==> src/rtl/aftab_booth_multiplier.sv <==
// Sequential radix-2 Booth multiplier: signed size x size -> 2*size product,
// one ADD/SHIFT pair per multiplier bit, startMul/doneMul handshake.
module aftab_booth_multiplier #(
  parameter int size = 33
) (
  input  logic                clk,
  input  logic                rst,
  input  logic                startMul,
  input  logic [size-1:0]     M,
  input  logic [size-1:0]     Q,
  output logic                busy,
  output logic                doneMul,
  output logic [2*size-1:0]   product
);

  localparam int CW = $clog2(size) + 1;

  typedef enum logic [1:0] {
    IDLE  = 2'd0,
    ADD   = 2'd1,
    SHIFT = 2'd2,
    DONE  = 2'd3
  } state_t;

  state_t          state_q, state_d;
  logic [size:0]   a_q, a_d;
  logic [size:0]   m_q, m_d;
  logic [size-1:0] qr_q, qr_d;
  logic            q1_q, q1_d;
  logic [CW-1:0]   cnt_q, cnt_d;
  logic            busy_q, busy_d;
  logic            done_q, done_d;

  always_comb begin
    state_d = state_q;
    a_d     = a_q;
    m_d     = m_q;
    qr_d    = qr_q;
    q1_d    = q1_q;
    cnt_d   = cnt_q;
    case (state_q)
      IDLE: begin
        if (startMul) begin
          m_d     = {M[size-1], M};
          qr_d    = Q;
          a_d     = '0;
          q1_d    = 1'b0;
          cnt_d   = '0;
          state_d = ADD;
        end
      end
      ADD: begin
        // A is one bit wider than the operands, so neither path can overflow
        case ({qr_q[0], q1_q})
          2'b01:   a_d = a_q + m_q;
          2'b10:   a_d = a_q - m_q;
          default: a_d = a_q;
        endcase
        state_d = SHIFT;
      end
      SHIFT: begin
        a_d     = {a_q[size], a_q[size:1]};
        qr_d    = {a_q[0], qr_q[size-1:1]};
        q1_d    = qr_q[0];
        cnt_d   = cnt_q + 1'b1;
        state_d = (cnt_q == CW'(size - 1)) ? DONE : ADD;
      end
      default: state_d = IDLE;
    endcase
    busy_d = (state_d != IDLE);
    done_d = (state_d == DONE);
  end

  always_ff @(posedge clk or posedge rst) begin
    if (rst) begin
      state_q <= IDLE;
      a_q     <= '0;
      m_q     <= '0;
      qr_q    <= '0;
      q1_q    <= 1'b0;
      cnt_q   <= '0;
      busy_q  <= 1'b0;
      done_q  <= 1'b0;
    end else begin
      state_q <= state_d;
      a_q     <= a_d;
      m_q     <= m_d;
      qr_q    <= qr_d;
      q1_q    <= q1_d;
      cnt_q   <= cnt_d;
      busy_q  <= busy_d;
      done_q  <= done_d;
    end
  end

  assign busy    = busy_q;
  assign doneMul = done_q;
  assign product = {a_q[size-1:0], qr_q};

endmodule

==> config.mk <==
export PLATFORM = sky130hd
export DESIGN_NAME = aftab_booth_multiplier
export DESIGN_NICKNAME = d
export VERILOG_FILES = /design/src/rtl/aftab_booth_multiplier.sv
export SDC_FILE = /design/constraint.sdc
export NUM_CORES = 1
export LEC_CHECK = 0
export ABC_AREA = 1
export ABC_CLOCK_PERIOD_IN_PS = 5400
export CAP_MARGIN = 20
export CORE_MARGIN = 2
export CORE_UTILIZATION = 25
export CTS_CLUSTER_DIAMETER = 50
export DETAILED_ROUTE_END_ITERATION = 16
export PLACE_DENSITY_LB_ADDON = 0.25
export SLEW_MARGIN = 10
export SYNTH_ARGS = -nofsm -noshare
export SYNTH_HDL_FRONTEND = slang
export SYNTH_SLANG_ARGS = --single-unit
==> constraint.sdc <==
create_clock -name clk -period 5.4 [get_ports clk]
set_clock_uncertainty 0.1 [all_clocks]
set_input_delay 0.54 -clock clk [delete_from_list [all_inputs] [get_ports clk]]
set_output_delay 0.54 -clock clk [all_outputs]
set_load 0.005 [all_outputs]
After elaboration in Yosys (flattened, before gate mapping)
Index checks and enable logic that the tools add are counted.

cells by class
  add/subtract/negate cells = 3
  eq/ne operators = 8
  mux-type cells = 12
  bitwise gates (word level) = 1
  reductions and logical operators = 9

operators with widths
  operator               number
  $pmux W34 S3           1
  $pmux W34 S2           1
  $pmux W33 S2           1
  $add A34 B34 Y34       1
  $mux W34               1
  $sub A34 B34 Y34       1
  $mux W33               1
  $pmux W7 S2            1
  $add A7 B1 Y7 const B  1
  $eq A7 B6 Y1 const B   1
  $mux W7                1
  $eq A2 B2 Y1 const B   3
  $pmux W2 S3            1
  $reduce_bool A2 Y1     3
  $eq A2 B1 Y1 const B   2
  $mux W2                2
  $reduce_and A2 Y1      2
  $reduce_and A4 Y1      1
  $ne A3 B3 Y1 const B   1
  $reduce_and A3 Y1      1
  $reduce_bool A3 Y1     1
  $logic_not A2 Y1       1
  $ne A2 B2 Y1 const B   1
  $pmux W1 S2            1
  2 further kinds        2

word-level totals
  bits in registers = 112
  input bits = 69
  output and inout bits = 68
  word-level logic and storage cells = 42

Depth between registers and ports, before layout
Gate-level depths: netlist of the first run.

  depth in word-level cells = 4
  mapped depth = 26

Worst setup path before layout of the first run
OpenSTA, ideal clock, no wires.

  path type = register to register
  from = reg m_q[0]
  to = reg a_q[33]
  setup time = 117 ps
  arrival = 2637 ps
  required time = 5183 ps
  setup slack = 2546 ps
  stages on the path, launching flop included = 21
  path buffers = 0
  clock period less this slack = 2854 ps
  cells stage by stage = dfrtp_1 -> inv_1 -> ha_1 -> nand3_4 -> nor2_4 -> nand2_2 -> nor3_2 -> nand2_2 -> nor2_4 -> o21ai_0 -> xor2_1 -> ha_1 -> nand2_1 -> nor2_1 -> nand2_1 -> nor2_1 -> nand3_1 -> nand3_1 -> nand2_1 -> nand3_1 -> nand2_1

between the ends
  cells in the longest elaborated chain, start to end = 3

ends and longest elaborated chain
  what                                                  line    text
  start: declaration                                    27      logic [size:0] m_q, m_d;
  start signal: assignment                              87      m_q <= m_d;
  $sub A34 B34 Y34 or $add A34 B34 Y34 (tied branches)  56, 55
  $pmux W34 S2 (*)                                      54      case ({qr_q[0], q1_q})
  $pmux W34 S3 (*)                                      41      case (state_q)
  end signal: assignment                                77      a_q <= '0;
  end signal: assignment                                86      a_q <= a_d;
  end: declaration                                      26      logic [size:0] a_q, a_d;

Every way passes the cells marked *; elsewhere a longest branch is shown, timed or not.
A chain may end at the register's enable or synchronous reset.

Worst setup path after layout of the first run
  from = reg q1_q
  to = reg a_q[32]

between the ends
  cells in the longest elaborated chain, start to end = 3

ends and longest elaborated chain
  what                                               line  text
  start: declaration                                 29    logic q1_q, q1_d;
  start signal: assignment                           89    q1_q <= q1_d;
  $eq A2 B2 Y1 or $eq A2 B1 Y1 (tied branches)       54
  $pmux W34 S2 or $ne A3 B3 Y1 (tied branches)       --
  $pmux W34 S3 or $reduce_and A3 Y1 (tied branches)  --

Parallel ways exist; a longest one is shown, timed or not.

==> results of run 1 <==
logic make-up after synthesis:
| group | share of synthesized area |
|---|---|
| mux | 0.0178 |
| flops | 0.316 |
| simple gates | 0.315 |
| fa+ha+maj | 0.0602 |
| compound gates | 0.118 |
| buf+inv | 0.144 |
| xor+xnor | 0.0287 |
final timing paths:
path                                from       end  slack [ps]  cells past startpoint
worst min register to register  cnt_q[5]  cnt_q[5]         430                      1
min in group asynchronous            rst  qr_q[25]         440                      2
worst max register to register      q1_q   a_q[32]        1520                     21
worst max-delay path                q1_q   a_q[32]        1520                     21
max in group asynchronous            rst   a_q[14]        3890                      3
worst min-delay path            cnt_q[5]  cnt_q[5]         430                      1
layer usage:
metal  vias to the layer above  track usage  routed length [um]
li1                       4370            -                   -
met1                      3840        0.194               12600
met2                       185        0.259               12900
met3                        30       0.0451                1920
met4                         2       0.0379                 501
met5                         -            0                  13
metrics by stage:
stage | hold slack, ps | instance area (um2)
2_1_floorplan | 387 | 8860
3_3_place_gp | 413 | 10400
3_5_place_dp | 421 | 10400
4_1_cts | 431 | 10800
5_1_grt | 461 | 10800
6_report | 427 | 10800
state kept, by name, summed over array words and instances, names as in the netlist:
name and cells:
a_q 34, busy 1, cnt_q 7, doneMul 1, m_q 33, q1_q 1
qr_q 33, state_q 2
area by class of cell:
| cell class | count | share of cell area |
|---|---|---|
| Inverter | 235 | 0.0820 |
| Clock buffer | 10 | 0.0222 |
| Sequential cell | 112 | 0.260 |
| Tap cell | 455 | 0.0528 |
| Timing Repair Buffer | 141 | 0.132 |
| Multi-Input combinational cell | 944 | 0.444 |
| Clock inverter | 6 | 0.00765 |
critical path, delay by kind of cell, from the launching register on:
family / cells / cell delay, ps
AND/OR/NAND/NOR: 14 / 1410
adder cells (fa/ha/maj): 2 / 890
buffers and inverters: 3 / 670
flip-flops: 1 / 370
XOR/XNOR: 1 / 160
AO/OA/AOI/OAI: 1 / 140
Yosys cell counts, types with 14 or more instances:
library cell	instances	area share
nand2_1	446	0.19
a21oi_1	62	0.035
dfrtp_1	112	0.32
mux2_2	14	0.018
nand3_1	54	0.031
clkbuf_1	23	0.0097
xor2_1	24	0.024
inv_1	233	0.099
o21ai_0	78	0.044
ha_1	41	0.058
nor2_1	114	0.048
buf_4	34	0.029
o211ai_1	34	0.029
where the power goes:
part / internal (W) / leakage, nW / switching (W) / total, W
clock: 0.000384 / 0.154 / 0.000366 / 0.000750
sequential: 0.00122 / 1.40 / 0.000376 / 0.00160
combinational: 0.00175 / 3.84 / 0.00309 / 0.00484
==> metrics.cfg, run 1 <==
[final_layout]
syn2layout_area_growth_pct = 21.8
mostFrequentLayoutCell = nand2_1
final_cell_mix = 445 x nand2_1, 232 x inv_1, 136 x clkdlybuf4s50_1
regArea_um2 = 2800
diodes = 0
stdcell_count = 1903
drive_above_1_share = 0.0470
multiInputGateArea_um2 = 4790
num-nets-final = 1554
n_fill_cell = 3881
fin_util = 0.311

[power_and_ir_drop]
power_w = 0.00719
powerDensity_nw_per_um2 = 666
vdd_drop_max_mv = 0.248
leakage_nw = 5.39

[worst_setup_path]
crit_path_frequent_cell = nand2_1
worstPathRequired_ps = 5550
end_kind = register
arrival_ps = 4030
cp_slowest_cell = ha_1
critPathMaxFanout = 24
crit_path_start_kind = register
crit_type = reg -> reg
slowest_delay_ps = 550
cp_cell_sequence = inv_1, ha_1, inv_1, nand2_1, o21ai_0, xor2_1, inv_1, ha_1, nand2_1, nor2_1, nand3_1, nand2_1, nand2_1, nand2_1, nand2_1, nand2_1, nand2_1, nand3_1, nand2_1, nand2_1, nand2_1

[cts]
cts-root-buf = clkbuf_16
clock_path_buffers = 2
cts_tree = yes
numCtsBuffers = 9
hold_buffers = 0
htree_levels = 3
cts_setup_buffers = 0
cts-resized-gates = 0
path_clk_slew_ps = 80
clock_sinks = 112
insertion_delay_ps = 370

[yosys]
synth_cell_types = 38
ys_ff_latch = 112
yosysSeqAreaShare = 0.316
async_flop_share = 1.00
postSynthCellCount = 1360
postSynthNetCount = 1471
yosysWarnings = 0
syn_area_um2 = 8860
synthFlopType = dfrtp_1
synth_edf_count = 0
syn_avg_cell_area_um2 = 6.51

[floorplanning]
rows = 68
io_pins = 137
die_h_um = 192
die_area_um2 = 37000
dieWidth_um = 192
start_util = 0.255
core_um2 = 34700

[sta]
finalSetupViolations = 0
rsz0062_at_grt = no
setup_ws_ps = 1520
hold_viol = 0
relSlewSlack = 0.302
max_freq_ghz = 0.258
tightestPinTransition_ps = 1040
min_period_ps = 3880
slew_viol_final = 0
period_share = 0.718
setup_tns_ps = 0

[drt]
via_per_inst = 4.43
totalWireLength_mm = 27.9
drt_iter0_drc = 475
post_drt_wl_per_cell_um = 14.7
first_pass_iters = 5
drc = 0
drtAntennaViolNets = 0
via_count = 8427

[grt]
grt_pass1_vias = 8375
overflow = 0
grt_usage = 0.155
antenna_found_initial = 1
grt_first_pass_wirelength_mm = 44.4
grt_max_degree = 93

[job]
drv_cap = 0

[placed_design]
routabilityCongestion = 0.881
pre_cts_ws_ps = 1540
hpwlAfterDp_mm = 22.0
dp_cells = 1886
port_buffers = 136

[run_status]
status = complete, no violations

[worst_hold_path]
min_path_type = reg -> reg

(Power assumes the default switching activity.)
==> inputs of run 2 (changes only) <==
--- a/config.mk
+++ b/config.mk
@@ -6,7 +6,7 @@
 export NUM_CORES = 1
 export LEC_CHECK = 0
 export ABC_AREA = 1
-export ABC_CLOCK_PERIOD_IN_PS = 5400
+export ABC_CLOCK_PERIOD_IN_PS = 3700
 export CAP_MARGIN = 20
 export CORE_MARGIN = 2
 export CORE_UTILIZATION = 25
==> constraint.sdc (replaced) <==
create_clock -name clk -period 3.7 [get_ports clk]
set_clock_uncertainty 0.1 [all_clocks]
set_input_delay 0.37 -clock clk [delete_from_list [all_inputs] [get_ports clk]]
set_output_delay 0.37 -clock clk [all_outputs]
set_load 0.005 [all_outputs]
==> run 2 against run 1 <==
Setup slack got worse by 1300 ps. Critical path depth is 1 higher. Routed wire length is 0.22% lower. Highest routed layer unchanged.
==> metrics.cfg, run 2 (synthesis results as in run 1) <==
[run_status]
status = complete, no violations

[power_and_ir_drop]
powerDensity_nw_per_um2 = 975  ; +46%
leakage_nw = 5.43  ; +0.64%
power_w = 0.0106  ; +47%
vdd_drop_max_mv = 0.361  ; +45%

[worst_setup_path]
cp_cell_sequence = inv_1, ha_1, nand3_4, nor2_4, nand2_2, nor3_2, nand2_2, nor2_4, o21ai_0, xor2_1, ha_1, nand2_1, nor2_1, nand2_1, nor2_1, nand2_1, nand2_1, nand2_1, nand3_1, nand2_1, nand2_1, nand2_1
critPathTopFamily = simple AND/OR/NAND/NOR gates
end_kind = register
ff2ff_setup_slack_ps = 260  ; -1260 ps
critical_path_buf_inv_count = 1  ; -2
rr_worst_depth = 22  ; +4.8%
slowest_delay_ps = 420  ; -130 ps
cp_slowest_cell = ha_1
cp.depth = 22  ; +4.8%
crit_type = reg -> reg
arrival_ps = 3590  ; -440 ps
worstPathRequired_ps = 3860  ; -1690 ps
critPathMaxFanout = 5  ; -79%
crit_path_frequent_cell = nand2_1
crit_path_start_kind = register

[sta]
setup_tns_ps = 0  ; unchanged
tightestPinTransition_ps = 698  ; -347 ps
max_freq_ghz = 0.291  ; +13%
setup_ws_ps = 264  ; -1260 ps
hold_viol = 0  ; unchanged
min_period_ps = 3440  ; -444 ps
rsz0062_at_grt = no
finalSetupViolations = 0  ; unchanged
slew_viol_final = 0  ; unchanged
period_share = 0.929  ; +0.210
relSlewSlack = 0.534  ; +0.232

[final_layout]
syn2layout_area_growth_pct = 22.4
mostFrequentLayoutCell = nand2_1
stdcell_count = 1910  ; +0.37%
n_fill_cell = 3867  ; -0.36%
num-nets-final = 1561  ; +0.45%
final_cell_mix = 445 x nand2_1, 232 x inv_1, 136 x clkdlybuf4s50_1
regMostFlops = a_q
largest_reg_flops = 34  ; unchanged
drive_above_1_share = 0.0543  ; +0.00733
fin_util = 0.312  ; +0.00162
reg.largest.list = a_q: 34 flops, m_q: 33 flops, qr_q: 33 flops
diodes = 0  ; unchanged

[cts]
cts-root-buf = clkbuf_16
cts_setup_buffers = 0  ; unchanged
cts_tree = yes
path_clk_slew_ps = 90  ; about the same
numCtsBuffers = 9  ; unchanged
insertion_delay_ps = 370  ; about the same
clock_path_buffers = 2  ; unchanged
clock_sinks = 112  ; unchanged
htree_levels = 3  ; unchanged

[floorplanning]
core_um2 = 34700  ; unchanged
die_h_um = 192  ; unchanged
dieWidth_um = 192  ; unchanged
rows = 68  ; unchanged
start_util = 0.255  ; unchanged
die_area_um2 = 37000  ; unchanged
io_pins = 137  ; unchanged

[grt]
antenna_found_initial = 1  ; unchanged
grt_usage = 0.154  ; -0.000763
grt_max_degree = 72  ; -23%
grt_first_pass_wirelength_mm = 44.4  ; +0.20%
grt_pass1_vias = 8454  ; +0.94%
overflow = 0  ; unchanged

[drt]
via_per_inst = 4.51  ; +1.8%
post_drt_wl_per_cell_um = 14.6  ; -0.58%
totalWireLength_mm = 27.9  ; -0.22%
first_pass_iters = 6  ; +1
drc = 0  ; unchanged
drtAntennaViolNets = 0  ; unchanged
drt_iter0_drc = 512  ; +7.8%
via_count = 8612  ; +2.2%

[worst_hold_path]
min_path_type = in -> async

[placed_design]
hpwlAfterDp_mm = 22.2  ; +1.0%
port_buffers = 136  ; unchanged
routabilityCongestion = 0.889  ; +0.97%
pre_cts_ws_ps = 317  ; -1230 ps
dp_cells = 1893  ; +0.37%

[job]
drv_cap = 0  ; unchanged

==> run 2: changes by cell type in the layout (fill, tap and decap cells not counted), moves of 2 or more <==
cell and change:
buf_12 +2, nor2_2 +3, buf_4 +6, nor2_1 -2
==> run 2: worst register-to-register path: stages (launching register included) <==
cell and delay [ps]:
dfrtp_1 390, inv_1 110, ha_1 220, nand3_4 110, nor2_4 170, nand2_2 60
nor3_2 150, nand2_2 110, nor2_4 140, o21ai_0 110, xor2_1 170, ha_1 420
nand2_1 130, nor2_1 240, nand2_1 110, nor2_1 100, nand2_1 90, nand2_1 90
nand2_1 50, nand3_1 100, nand2_1 60, nand2_1 50, nand2_1 50
==> run 2: area by class of cell <==
cell class | instances | area, um2 | share of cell area
timing repair buffer | 148 | 1480 | 0.136
clock buffer | 9 | 225 | 0.0208
sequential | 112 | 2800 | 0.258
inverter | 235 | 885 | 0.0816
multi-input combinational | 944 | 4800 | 0.442
tap | 455 | 569 | 0.0525
clock inverter | 7 | 88.8 | 0.00819
==> run 2: timing repair <==
action,CTS,global route
hold buffers,0,0
gates resized for setup,0,4
endpoints found under the setup margin,0,3
==> run 2: final timing paths <==
kind | from | to
worst max register to register | m_q[0] | a_q[27]
min in group clk | cnt_q[5] | cnt_q[5]
worst min-delay path | rst | qr_q[25]
worst min register to register | cnt_q[5] | cnt_q[5]
worst max-delay path | m_q[0] | a_q[27]
max in group asynchronous | rst | qr_q[22]
==> run 2: per-stage QoR <==
step	instance area (um2)	hold WS [ps]
floorplan	8860	387
global placement	10500	412
CTS	10800	382
global route	10800	412
detailed placement	10500	430
finish	10800	356
==> run 2: routing by layer <==
| layer | vias to the layer above | GRT usage | wire (um) |
|---|---|---|---|
| li1 | 4397 | - | - |
| met1 | 3956 | 0.190 | 12300 |
| met3 | 29 | 0.0453 | 2080 |
| met2 | 228 | 0.263 | 12900 |
| met4 | 2 | 0.0344 | 516 |
| met5 | - | 0 | 11 |
==> run 2: power breakdown <==
| part | switching [W] | internal (W) |
|---|---|---|
| sequential | 0.000529 | 0.00178 |
| clock | 0.000567 | 0.000495 |
| combinational | 0.00458 | 0.00263 |
